`config.mk`:
```
export PLATFORM = sky130hd
export DESIGN_NAME = execute_issue_ctrl_flat
export DESIGN_NICKNAME = d
export VERILOG_FILES = /design/src/rtl/execute_issue_ctrl_pkg.sv /design/src/rtl/execute_issue_ctrl_if.sv /design/src/rtl/exec_timeout_counter.sv /design/src/rtl/execute_issue_ctrl.sv /design/src/flat_wrapper.sv
export SDC_FILE = /design/constraint.sdc
export NUM_CORES = 1
export LEC_CHECK = 0
export ABC_AREA = 0
export CAP_MARGIN = 20
export CORE_MARGIN = 1
export CORE_UTILIZATION = 30
export CTS_BUF_LIST = sky130_fd_sc_hd__clkbuf_16
export CTS_CLUSTER_SIZE = 25
export DETAILED_ROUTE_END_ITERATION = 7
export GPL_TIMING_DRIVEN = 0
export PLACE_DENSITY_LB_ADDON = 0.05
export REMOVE_ABC_BUFFERS = 1
export SYNTH_ARGS = -nofsm -noshare
export SYNTH_HDL_FRONTEND = slang
export SYNTH_SLANG_ARGS = --single-unit
```
`constraint.sdc`:
```
create_clock -name clock -period 2.98 [get_ports clock]
set_input_delay 0.745 -clock clock [delete_from_list [all_inputs] [get_ports clock]]
set_output_delay 0.745 -clock clock [all_outputs]
set_load 0.1 [all_outputs]
```
`src/rtl/execute_issue_ctrl_pkg.sv`:
```
// execute_issue_ctrl_pkg: shared FSM encoding, opcode classification and field widths
package execute_issue_ctrl_pkg;
    localparam int OP_W         = 6;
    localparam int RD_W         = 5;
    localparam int MULTI_OP_MIN = 20;
    localparam int MULTI_OP_MAX = 32;

    typedef enum logic [2:0] {
        IDLE  = 3'd0,
        ISSUE = 3'd1,
        WAIT  = 3'd2,
        DONE  = 3'd3,
        DRAIN = 3'd4
    } state_t;

    function automatic logic is_multi_op(input logic [OP_W-1:0] op);
        return (op >= OP_W'(MULTI_OP_MIN)) && (op <= OP_W'(MULTI_OP_MAX));
    endfunction
endpackage

```
`src/rtl/execute_issue_ctrl_if.sv`:
```
// execute_issue_ctrl_if: decode/execute/memory-stage handshake bundle for the issue controller
//   slave  : the controller (consumes decode + execute-unit signals, drives stall/start/result)
//   master : the surrounding pipeline / testbench
interface execute_issue_ctrl_if
    import execute_issue_ctrl_pkg::*;
#(
    parameter int DATA_WIDTH = 32
);
    logic                  issue_valid_i;
    logic [OP_W-1:0]       ALU_operation_i;
    logic [RD_W-1:0]       rd_i;
    logic                  reg_write_i;
    logic                  flush_i;
    logic                  exec_ready_o_i;
    logic                  exec_valid_result_i;
    logic [DATA_WIDTH-1:0] exec_result_i;
    logic                  exec_ready_i_o;
    logic                  stall_o;
    logic                  result_valid_o;
    logic [DATA_WIDTH-1:0] result_o;
    logic [RD_W-1:0]       rd_o;
    logic                  reg_write_o;
    logic                  timeout_err_o;

    modport slave (
        input  issue_valid_i, ALU_operation_i, rd_i, reg_write_i, flush_i,
               exec_ready_o_i, exec_valid_result_i, exec_result_i,
        output exec_ready_i_o, stall_o, result_valid_o, result_o, rd_o,
               reg_write_o, timeout_err_o
    );

    modport master (
        output issue_valid_i, ALU_operation_i, rd_i, reg_write_i, flush_i,
               exec_ready_o_i, exec_valid_result_i, exec_result_i,
        input  exec_ready_i_o, stall_o, result_valid_o, result_o, rd_o,
               reg_write_o, timeout_err_o
    );
endinterface

```
`src/rtl/exec_timeout_counter.sv`:
```
// exec_timeout_counter: watchdog counting cycles spent waiting on the execute unit
//   clock, reset (sync, active-low)
//   clear    : restart the count (asserted on the edge that enters a waiting state)
//   count_en : currently in a waiting state
//   expired  : this cycle's edge brings the count to LIMIT
module exec_timeout_counter #(
    parameter int LIMIT = 64
) (
    input  logic clock,
    input  logic reset,
    input  logic clear,
    input  logic count_en,
    output logic expired
);
    localparam int W = $clog2(LIMIT + 1);

    logic [W-1:0] count;

    always_ff @(posedge clock) begin
        if (!reset)
            count <= '0;
        else if (clear)
            count <= '0;
        else if (count_en)
            count <= count + 1'b1;
    end

    assign expired = count_en && (count == W'(LIMIT - 1));
endmodule

```
`src/rtl/execute_issue_ctrl.sv`:
```
// execute_issue_ctrl: issues single/multi-cycle ops to the execute unit, stalls decode and strobes results
//   clock, reset (sync, active-low)
//   bus  : execute_issue_ctrl_if.slave -- decode inputs, execute-unit handshake, registered result outputs
//   scan : print one status line per cycle, tagged with CORE
//   EXEC_ISSUE_TIMEOUT_EN : when defined, a watchdog aborts WAIT/DRAIN after TIMEOUT_CYCLES
//                           and sets the sticky timeout_err_o
module execute_issue_ctrl
    import execute_issue_ctrl_pkg::*;
#(
    parameter int CORE           = 0,
    parameter int DATA_WIDTH     = 32,
    parameter int TIMEOUT_CYCLES = 64
) (
    input logic                  clock,
    input logic                  reset,
    execute_issue_ctrl_if.slave  bus,
    input logic                  scan
);
    state_t                state, state_nx;
    logic                  stall_c, start_c, capture, timeout_hit, timeout_err;
    logic                  rv_q, rw_q;
    logic [DATA_WIDTH-1:0] result_q;
    logic [RD_W-1:0]       rd_q;

    // The watchdog abort wins in WAIT/DRAIN: once it fires nothing is owed any more.
    always_comb begin
        state_nx = state;
        stall_c  = 1'b0;
        start_c  = 1'b0;
        capture  = 1'b0;
        case (state)
            IDLE: if (!bus.flush_i && bus.issue_valid_i) begin
                if (is_multi_op(bus.ALU_operation_i)) begin
                    stall_c  = 1'b1;
                    start_c  = bus.exec_ready_o_i;
                    state_nx = bus.exec_ready_o_i ? WAIT : ISSUE;
                end else
                    capture = 1'b1;
            end
            ISSUE: if (bus.flush_i)
                state_nx = IDLE;
            else begin
                stall_c  = 1'b1;
                start_c  = bus.exec_ready_o_i;
                state_nx = bus.exec_ready_o_i ? WAIT : ISSUE;
            end
            WAIT: begin
                stall_c = 1'b1;
                if (timeout_hit)
                    state_nx = IDLE;
                else if (bus.flush_i)
                    state_nx = DRAIN;
                else if (bus.exec_valid_result_i) begin
                    capture  = 1'b1;
                    state_nx = DONE;
                end
            end
            DONE: state_nx = IDLE;
            DRAIN: begin
                // The killed op's result is still owed; swallow it before accepting new work.
                stall_c  = bus.issue_valid_i;
                state_nx = (bus.exec_valid_result_i || timeout_hit) ? IDLE : DRAIN;
            end
            default: state_nx = IDLE;
        endcase
    end

    // rv_q follows capture, so a multi-cycle result strobes exactly in DONE.
    always_ff @(posedge clock) begin
        if (!reset) begin
            state    <= IDLE;
            rv_q     <= 1'b0;
            result_q <= '0;
            rd_q     <= '0;
            rw_q     <= 1'b0;
        end else begin
            state <= state_nx;
            rv_q  <= capture;
            if (capture) begin
                result_q <= bus.exec_result_i;
                rd_q     <= bus.rd_i;
                rw_q     <= bus.reg_write_i;
            end
        end
    end

`ifdef EXEC_ISSUE_TIMEOUT_EN
    logic in_wd, wd_entry;

    assign in_wd    = (state == WAIT) || (state == DRAIN);
    assign wd_entry = ((state_nx == WAIT) || (state_nx == DRAIN)) && (state_nx != state);

    exec_timeout_counter #(.LIMIT(TIMEOUT_CYCLES)) u_watchdog (
        .clock    (clock),
        .reset    (reset),
        .clear    (wd_entry),
        .count_en (in_wd),
        .expired  (timeout_hit)
    );

    always_ff @(posedge clock) begin
        if (!reset)
            timeout_err <= 1'b0;
        else if (timeout_hit)
            timeout_err <= 1'b1;
    end
`else
    assign timeout_hit = 1'b0;
    assign timeout_err = 1'b0;
`endif

    assign bus.exec_ready_i_o = reset & start_c;
    assign bus.stall_o        = reset & stall_c;
    assign bus.result_valid_o = rv_q;
    assign bus.result_o       = result_q;
    assign bus.rd_o           = rd_q;
    assign bus.reg_write_o    = rw_q;
    assign bus.timeout_err_o  = timeout_err;

`ifndef SYNTHESIS
    always @(posedge clock) begin
        if (scan)
            $display("core %0d: state=%s stall=%b result_valid=%b result=%h",
                     CORE, state.name(), bus.stall_o, bus.result_valid_o, bus.result_o);
    end
`endif
endmodule

```
`src/flat_wrapper.sv`:
```
// flat-port wrapper written by rule: the top's interface ports become plain ports
module execute_issue_ctrl_flat import execute_issue_ctrl_pkg::*;
#(
    parameter int CORE           = 0,
    parameter int DATA_WIDTH     = 32,
    parameter int TIMEOUT_CYCLES = 64
)
  (clock, reset, scan, bus_issue_valid_i, bus_ALU_operation_i, bus_rd_i, bus_reg_write_i, bus_flush_i, bus_exec_ready_o_i, bus_exec_valid_result_i, bus_exec_result_i, bus_exec_ready_i_o, bus_stall_o, bus_result_valid_o, bus_result_o, bus_rd_o, bus_reg_write_o, bus_timeout_err_o);
  execute_issue_ctrl_if #(.DATA_WIDTH(DATA_WIDTH)) bus_i ();
  input logic clock;
  input logic reset;
  input logic scan;
  input wire logic [$bits(bus_i.issue_valid_i)-1:0] bus_issue_valid_i;
  input wire logic [$bits(bus_i.ALU_operation_i)-1:0] bus_ALU_operation_i;
  input wire logic [$bits(bus_i.rd_i)-1:0] bus_rd_i;
  input wire logic [$bits(bus_i.reg_write_i)-1:0] bus_reg_write_i;
  input wire logic [$bits(bus_i.flush_i)-1:0] bus_flush_i;
  input wire logic [$bits(bus_i.exec_ready_o_i)-1:0] bus_exec_ready_o_i;
  input wire logic [$bits(bus_i.exec_valid_result_i)-1:0] bus_exec_valid_result_i;
  input wire logic [$bits(bus_i.exec_result_i)-1:0] bus_exec_result_i;
  output wire logic [$bits(bus_i.exec_ready_i_o)-1:0] bus_exec_ready_i_o;
  output wire logic [$bits(bus_i.stall_o)-1:0] bus_stall_o;
  output wire logic [$bits(bus_i.result_valid_o)-1:0] bus_result_valid_o;
  output wire logic [$bits(bus_i.result_o)-1:0] bus_result_o;
  output wire logic [$bits(bus_i.rd_o)-1:0] bus_rd_o;
  output wire logic [$bits(bus_i.reg_write_o)-1:0] bus_reg_write_o;
  output wire logic [$bits(bus_i.timeout_err_o)-1:0] bus_timeout_err_o;
  assign bus_i.issue_valid_i = bus_issue_valid_i;
  assign bus_i.ALU_operation_i = bus_ALU_operation_i;
  assign bus_i.rd_i = bus_rd_i;
  assign bus_i.reg_write_i = bus_reg_write_i;
  assign bus_i.flush_i = bus_flush_i;
  assign bus_i.exec_ready_o_i = bus_exec_ready_o_i;
  assign bus_i.exec_valid_result_i = bus_exec_valid_result_i;
  assign bus_i.exec_result_i = bus_exec_result_i;
  assign bus_exec_ready_i_o = bus_i.exec_ready_i_o;
  assign bus_stall_o = bus_i.stall_o;
  assign bus_result_valid_o = bus_i.result_valid_o;
  assign bus_result_o = bus_i.result_o;
  assign bus_rd_o = bus_i.rd_o;
  assign bus_reg_write_o = bus_i.reg_write_o;
  assign bus_timeout_err_o = bus_i.timeout_err_o;
  execute_issue_ctrl #(.CORE(CORE), .DATA_WIDTH(DATA_WIDTH), .TIMEOUT_CYCLES(TIMEOUT_CYCLES)) u_core (.clock(clock), .reset(reset), .bus(bus_i), .scan(scan));
endmodule
```
==> results of run 1 <==
-- routing by layer --
layer | share of wire | wire length (um)
met4 | 0.0086 | 68
met5 | 0 | 0
met2 | 0.48 | 3826
met1 | 0.46 | 3633
met3 | 0.053 | 424
-- through the flow --
stage          TNS, ps  total power, mW  hold slack (ps)    util  area, um2
2_1_floorplan    -8623            1.060            488.1       -       2308
3_3_place_gp    -83950            1.273            512.6  0.4066       3341
3_5_place_dp    -32210            1.291            528.1  0.4200       3451
4_1_cts              0            1.843            544.8  0.4445       3652
5_1_grt              0            1.901            566.4  0.4453       3659
6_report             0            1.835            539.6  0.4453       3659
-- flip-flops by register name, summed over array words and instances (netlist names) --
signal / cells
u_core.bus.result_o: 32
u_core.state: 3
u_core.bus.rd_o: 5
u_core.bus.result_valid_o: 1
u_core.bus.reg_write_o: 1
-- cells in the mapped netlist, drive strengths merged (2+ instances only) --
| master | instances | area [um2] |
|---|---|---|
| a211oi | 2 | 15.01 |
| a21oi | 4 | 20.02 |
| a31oi | 39 | 244.0 |
| buf | 18 | 118.9 |
| clkbuf | 31 | 116.4 |
| dfxtp | 42 | 840.8 |
| inv | 2 | 7.510 |
| nand2 | 40 | 150.1 |
| nand2b | 4 | 25.02 |
| nand3b | 2 | 15.01 |
| nor2 | 4 | 17.52 |
| nor3 | 42 | 210.2 |
| o2111ai | 38 | 332.8 |
| o21ai | 2 | 10.01 |
| o311ai | 38 | 332.8 |
| or2 | 2 | 12.52 |
| or3 | 2 | 12.51 |
-- cell type report --
class,count,share of cell area
well taps,105,0.03591
clock inverters,3,0.004446
clock buffers,5,0.03420
inverters,2,0.002052
multi-input cells,226,0.4124
repair buffers,99,0.2811
flip-flops and latches,42,0.2298
-- what timing repair did --
action                                  in CTS  in global routing
endpoints found under the setup margin      41                  3
pin swaps                                    5                  4
buffers inserted                             4                  1
gates cloned                                 1                  0
resized for setup                           28                 10
-- kinds of logic after synthesis --
family,synth area share
compound gates,0.3856
buf+inv,0.09542
flops,0.3305
mux,0.008853
other cells,0.001474
simple gates,0.1781
-- final timing paths --
check	from	slack, ps	depth (start not counted)	to
max	bus_issue_valid_i	90	6	bus_stall_o
min	u_core.bus.result_o[25]	540	2	u_core.bus.result_o[25]
max reg2reg	u_core.state[1]	1030	3	u_core.bus.reg_write_o
min reg2reg	u_core.bus.result_o[25]	540	2	u_core.bus.result_o[25]
-- critical path, stage by stage --
cell                              delay [ps]
sky130_fd_sc_hd__clkdlybuf4s50_1         640
sky130_fd_sc_hd__nand2_1                  80
sky130_fd_sc_hd__a21boi_0                150
sky130_fd_sc_hd__o21ai_0                 100
sky130_fd_sc_hd__a21oi_1                 170
sky130_fd_sc_hd__buf_6                   250
-- where the power goes --
group          switching [mW]  leakage [nW]  internal, mW  total [mW]
Clock                   0.241        0.0672         0.307       0.548
Sequential             0.0336         0.343         0.604       0.638
Combinational           0.467         0.717         0.182       0.649
Total                   0.742          1.13          1.09        1.83
==> flow_results.xml, run 1 <==
<?xml version="1.0" encoding="UTF-8"?>
<metrics>
  <group name="outcome">
    <metric name="result_of_the_run" unit="">finished, final reports clean</metric>
  </group>
  <group name="sta">
    <metric name="rsz_0062_raised_after_global_routing" unit="">no</metric>
    <metric name="maxClockFrequency" unit="GHz">0.3462</metric>
    <metric name="min_period" unit="ps">2888</metric>
    <metric name="timing.final.max_slew_violations" unit="">0</metric>
    <metric name="clock_skew" unit="ps">7.877</metric>
    <metric name="final-setup-viol-count" unit="">0</metric>
    <metric name="finalWorstSetupSlack" unit="ps">91.79</metric>
    <metric name="worst_pin_slew" unit="ps">1008</metric>
    <metric name="fin_crit_sh" unit="">0.9692</metric>
    <metric name="max-slew-margin-rel" unit="">0.3261</metric>
    <metric name="final_hold_viol_count" unit="">0</metric>
  </group>
  <group name="global_routing">
    <metric name="grt-ovfl-total" unit="">0</metric>
    <metric name="grtUsageMet1" unit="">0.2341</metric>
    <metric name="busiest_layer_in_global_routing" unit="">met2</metric>
    <metric name="met3_routing_resource_usage_after_global_routing" unit="">0.04207</metric>
    <metric name="first_global_vias" unit="">2572</metric>
    <metric name="grt_overall_usage" unit="">0.1837</metric>
    <metric name="grt_antenna_before_repair" unit="">0</metric>
    <metric name="pin_count_of_the_biggest_net_entering_global_routing" unit="">80</metric>
    <metric name="global_route.usage.met2" unit="">0.3120</metric>
    <metric name="global_route_wire_length_before_repair" unit="um">12900</metric>
  </group>
  <group name="floorplan">
    <metric name="die_width" unit="um">94.08</metric>
    <metric name="io_pins" unit="">93</metric>
    <metric name="floorplan.core_area" unit="mm2">0.008217</metric>
    <metric name="die_height" unit="um">94.08</metric>
    <metric name="initial_utilization" unit="">0.3096</metric>
    <metric name="placementRows" unit="">33</metric>
    <metric name="die_area" unit="mm2">0.008851</metric>
  </group>
  <group name="finish">
    <metric name="fillers" unit="">843</metric>
    <metric name="flow.area_growth_from_synthesis" unit="%">43.83</metric>
    <metric name="antenna_cells" unit="">0</metric>
    <metric name="multi_input_area" unit="mm2">0.001509</metric>
    <metric name="sequential_cell_area" unit="um2">840.8</metric>
    <metric name="most_common_cell_after_layout_fill_and_taps_aside" unit="">sky130_fd_sc_hd__clkdlybuf4s50_1</metric>
    <metric name="final_cell_mix" unit="">sky130_fd_sc_hd__clkdlybuf4s50_1, sky130_fd_sc_hd__dfxtp_1, sky130_fd_sc_hd__nor3_1</metric>
    <metric name="nNetsFinal" unit="">427</metric>
    <metric name="drive_gt1_frac" unit="">0.09284</metric>
    <metric name="finalNonFillerCells" unit="">482</metric>
  </group>
  <group name="clock_network">
    <metric name="cts_max_path_buffers" unit="">2</metric>
    <metric name="clkSlewWorstSetupHoldPaths" unit="ps">60</metric>
    <metric name="post_cts_hold_buffer_count" unit="">0</metric>
    <metric name="clock_sinks" unit="">42</metric>
    <metric name="htreeDepth" unit="">2</metric>
    <metric name="root_buffer" unit="">sky130_fd_sc_hd__clkbuf_16</metric>
    <metric name="cts_tree" unit="">yes</metric>
    <metric name="cts_inserted_buffers" unit="">5</metric>
    <metric name="clock_latency" unit="ps">290</metric>
  </group>
  <group name="pwr">
    <metric name="static-leakage-power" unit="nW">1.127</metric>
    <metric name="ir_worst_vdd" unit="V">0.0001885</metric>
    <metric name="power-per-cell-area" unit="mW/mm2">501.5</metric>
  </group>
  <group name="placement">
    <metric name="gpl.final_weighted_congestion" unit="">0.6867</metric>
    <metric name="port-buffer-count" unit="">90</metric>
    <metric name="dp_hpwl" unit="um">4623</metric>
    <metric name="cells_after_dpl" unit="">468</metric>
    <metric name="place_ws" unit="ps">-1672</metric>
  </group>
  <group name="job">
    <metric name="max_cap_violations" unit="">0</metric>
  </group>
  <group name="critical_path">
    <metric name="crit_path_start_kind" unit="">input pin</metric>
    <metric name="biggest_fanout_along_the_worst_timing_path" unit="">6</metric>
    <metric name="critical_path_arrival" unit="ps">2140</metric>
    <metric name="critical_path.endpoint_type" unit="">output pin</metric>
    <metric name="cp_data_required_time" unit="ps">2240</metric>
    <metric name="timing_worst_setup_path_type" unit="">input pin to output pin</metric>
  </group>
  <group name="route">
    <metric name="route.antenna.remaining_nets" unit="">0</metric>
    <metric name="drt_pre_antenna_iters" unit="">4</metric>
    <metric name="viasPerCell" unit="">5.944</metric>
    <metric name="dr_total_vias" unit="">2865</metric>
    <metric name="wl_per_cell" unit="um">16.50</metric>
    <metric name="routed_wirelength" unit="um">7951</metric>
    <metric name="detail_route.drc_violations" unit="">0</metric>
    <metric name="drt-initial-drc-count" unit="">134</metric>
  </group>
  <group name="yosys">
    <metric name="synth_seq_area_share" unit="">0.3305</metric>
    <metric name="netlist_area" unit="mm2">0.002544</metric>
    <metric name="syn_avg_cell_area" unit="um2">7.999</metric>
    <metric name="synth_cells" unit="">318</metric>
    <metric name="synth_top_flop_cell" unit="">sky130_fd_sc_hd__dfxtp_1</metric>
    <metric name="asyncSetResetFlopFracSynth" unit="">0</metric>
    <metric name="post_synth_edffs" unit="">0</metric>
    <metric name="postSynthRegisterBits" unit="">42</metric>
    <metric name="yosysUniqueCellTypes" unit="">29</metric>
    <metric name="yosys_warnings" unit="">0</metric>
  </group>
  <group name="hold_path">
    <metric name="worstHoldPathType" unit="">flip-flop to flip-flop</metric>
  </group>
</metrics>
Note: power is estimated with default switching activity, not from simulation.
==> run 2: changes to the inputs <==
--- a/config.mk
+++ b/config.mk
@@ -9,7 +9,6 @@
 export CAP_MARGIN = 20
 export CORE_MARGIN = 1
 export CORE_UTILIZATION = 30
-export CTS_BUF_LIST = sky130_fd_sc_hd__clkbuf_16
 export CTS_CLUSTER_SIZE = 25
 export DETAILED_ROUTE_END_ITERATION = 7
 export GPL_TIMING_DRIVEN = 0
==> run 2 against run 1 <==
Setup slack improved by 1.7 ps. Critical path type unchanged. Core utilization decreased by 0.56 points. Design area decreased by 1.3%. First-iteration DRC count down 8.2%. Fmax barely moved. Clock power shrank 26%. Combinational power about the same. Critical path depth stayed put.
==> flow_results.xml, run 2 (synthesis gave the netlist of run 1 again) <==
<?xml version="1.0" encoding="UTF-8"?>
<metrics>
  <group name="sta">
    <metric name="final-setup-viol-count" unit="">0</metric>
    <metric name="rsz_0062_raised_after_global_routing" unit="">no</metric>
    <metric name="setup-tns-final" unit="ps">0</metric>
    <metric name="final_hold_viol_count" unit="">0</metric>
    <metric name="min_period" unit="ps">2886</metric>
    <metric name="timing.final.max_slew_violations" unit="">0</metric>
    <metric name="clock_skew" unit="ps">7.133</metric>
    <metric name="max-slew-margin-rel" unit="">0.3297</metric>
    <metric name="finalWorstSetupSlack" unit="ps">93.51</metric>
    <metric name="fin_crit_sh" unit="">0.9686</metric>
    <metric name="maxClockFrequency" unit="GHz">0.3464</metric>
    <metric name="worst_pin_slew" unit="ps">1002</metric>
    <metric name="timing.hold.ws" unit="ps">545.0</metric>
  </group>
  <group name="route">
    <metric name="viasPerCell" unit="">5.950</metric>
    <metric name="detail_route.drc_violations" unit="">0</metric>
    <metric name="route.antenna.remaining_nets" unit="">0</metric>
    <metric name="drt_pre_antenna_iters" unit="">4</metric>
    <metric name="drt-initial-drc-count" unit="">123</metric>
    <metric name="dr_total_vias" unit="">2868</metric>
    <metric name="routed_wirelength" unit="um">7897</metric>
    <metric name="wl_per_cell" unit="um">16.38</metric>
  </group>
  <group name="hold_path">
    <metric name="worstHoldPathType" unit="">flip-flop to flip-flop</metric>
  </group>
  <group name="floorplan">
    <metric name="die_height" unit="um">94.08</metric>
    <metric name="floorplan.core_area" unit="mm2">0.008217</metric>
    <metric name="initial_utilization" unit="">0.3096</metric>
    <metric name="placementRows" unit="">33</metric>
    <metric name="die_width" unit="um">94.08</metric>
    <metric name="io_pins" unit="">93</metric>
    <metric name="die_area" unit="mm2">0.008851</metric>
  </group>
  <group name="finish">
    <metric name="largest_register_ffs" unit="">32</metric>
    <metric name="drive_gt1_frac" unit="">0.09549</metric>
    <metric name="flow.area_growth_from_synthesis" unit="%">42.01</metric>
    <metric name="most_common_cell_after_layout_fill_and_taps_aside" unit="">sky130_fd_sc_hd__clkdlybuf4s50_1</metric>
    <metric name="fillers" unit="">847</metric>
    <metric name="nNetsFinal" unit="">427</metric>
    <metric name="multi_input_area" unit="mm2">0.001509</metric>
    <metric name="antenna_cells" unit="">0</metric>
    <metric name="sequential_cell_area" unit="um2">840.8</metric>
    <metric name="final_cell_mix" unit="">sky130_fd_sc_hd__clkdlybuf4s50_1, sky130_fd_sc_hd__dfxtp_1, sky130_fd_sc_hd__nor3_1</metric>
  </group>
  <group name="placement">
    <metric name="dp_hpwl" unit="um">4623</metric>
    <metric name="port-buffer-count" unit="">90</metric>
    <metric name="place_ws" unit="ps">-1672</metric>
    <metric name="gpl.final_weighted_congestion" unit="">0.6867</metric>
  </group>
  <group name="outcome">
    <metric name="result_of_the_run" unit="">finished, final reports clean</metric>
  </group>
  <group name="pwr">
    <metric name="static-leakage-power" unit="nW">1.107</metric>
    <metric name="power-per-cell-area" unit="mW/mm2">468.3</metric>
    <metric name="ir_worst_vdd" unit="V">0.0002040</metric>
    <metric name="power.total" unit="mW">1.692</metric>
  </group>
  <group name="clock_network">
    <metric name="cts_inserted_buffers" unit="">5</metric>
    <metric name="cts_max_path_buffers" unit="">2</metric>
    <metric name="clkSlewWorstSetupHoldPaths" unit="ps">80</metric>
    <metric name="clock_latency" unit="ps">300</metric>
    <metric name="post_cts_hold_buffer_count" unit="">0</metric>
    <metric name="cts_tree" unit="">yes</metric>
    <metric name="htreeDepth" unit="">2</metric>
    <metric name="root_buffer" unit="">sky130_fd_sc_hd__clkbuf_8</metric>
    <metric name="clock_sinks" unit="">42</metric>
  </group>
  <group name="global_routing">
    <metric name="first_global_vias" unit="">2579</metric>
    <metric name="pin_count_of_the_biggest_net_entering_global_routing" unit="">80</metric>
    <metric name="grt-ovfl-total" unit="">0</metric>
    <metric name="grt_antenna_before_repair" unit="">0</metric>
    <metric name="grt_overall_usage" unit="">0.1834</metric>
    <metric name="global_route_wire_length_before_repair" unit="um">12880</metric>
  </group>
  <group name="critical_path">
    <metric name="timing_worst_setup_path_type" unit="">input pin to output pin</metric>
    <metric name="critical_path_arrival" unit="ps">2140</metric>
    <metric name="crit_path_start_kind" unit="">input pin</metric>
    <metric name="biggest_fanout_along_the_worst_timing_path" unit="">6</metric>
    <metric name="critical_path.endpoint_type" unit="">output pin</metric>
    <metric name="cp_data_required_time" unit="ps">2240</metric>
  </group>
  <group name="job">
    <metric name="max_cap_violations" unit="">0</metric>
  </group>
</metrics>
[run 2: cell count changes in the layout (fill, tap and decap cells not counted), sizes merged]
cell	before	now
clkbuf	9	10
clkinv	2	1
[run 2: area by class of cell]
| type | count | area share |
|---|---|---|
| Inverter | 2 | 0.002078 |
| Tap cell | 105 | 0.03637 |
| Clock buffer | 6 | 0.02286 |
| Sequential cell | 42 | 0.2328 |
| Multi-Input combinational cell | 226 | 0.4177 |
| Clock inverter | 2 | 0.003464 |
| Timing Repair Buffer | 99 | 0.2847 |
[run 2: path summary, 6_finish.rpt]
path / start / end / slack (ps) / cells after the start
worst max-delay path: bus_issue_valid_i / bus_stall_o / 90 / 6
worst min-delay path: u_core.bus.result_o[25] / u_core.bus.result_o[25] / 550 / 2
worst max register to register: u_core.state[1] / u_core.bus.reg_write_o / 1030 / 3
worst min register to register: u_core.bus.result_o[25] / u_core.bus.result_o[25] / 550 / 2
[run 2: repair_timing]
| action | 4_1_cts | 5_1_grt |
|---|---|---|
| setup buffers | 4 | 1 |
| resized for setup | 28 | 10 |
| pin swaps | 5 | 4 |
| cloned | 1 | 0 |
| endpoints found under the setup margin | 41 | 2 |
[run 2: critical path, stage by stage]
cell and delay, ps:
sky130_fd_sc_hd__clkdlybuf4s50_1 640, sky130_fd_sc_hd__nand2_1 80, sky130_fd_sc_hd__a21boi_0 150, sky130_fd_sc_hd__o21ai_0 100
sky130_fd_sc_hd__a21oi_1 170, sky130_fd_sc_hd__buf_6 250
[run 2: through the flow]
step	utilization	cell area, um2	cells
final	0.4396	3612	482
after global routing	0.4396	3612	482
after CTS	0.4389	3606	481
after detailed placement	0.4200	3451	468
after global placement	0.4066	3341	464
after floorplan	-	2308	269
[run 2: report_power, final]
group | internal (mW) | leakage, nW | switching, mW | total [mW]
combinational | 0.182 | 0.717 | 0.467 | 0.648
sequential | 0.604 | 0.343 | 0.0335 | 0.637
clock | 0.187 | 0.0472 | 0.219 | 0.406
[run 2: per-layer routing]
| metal | track usage | part of all wire |
|---|---|---|
| met4 | 0.04231 | 0.0090 |
| met3 | 0.04207 | 0.056 |
| met2 | 0.3145 | 0.48 |
| met1 | 0.2312 | 0.45 |
| met5 | 0 | 0 |
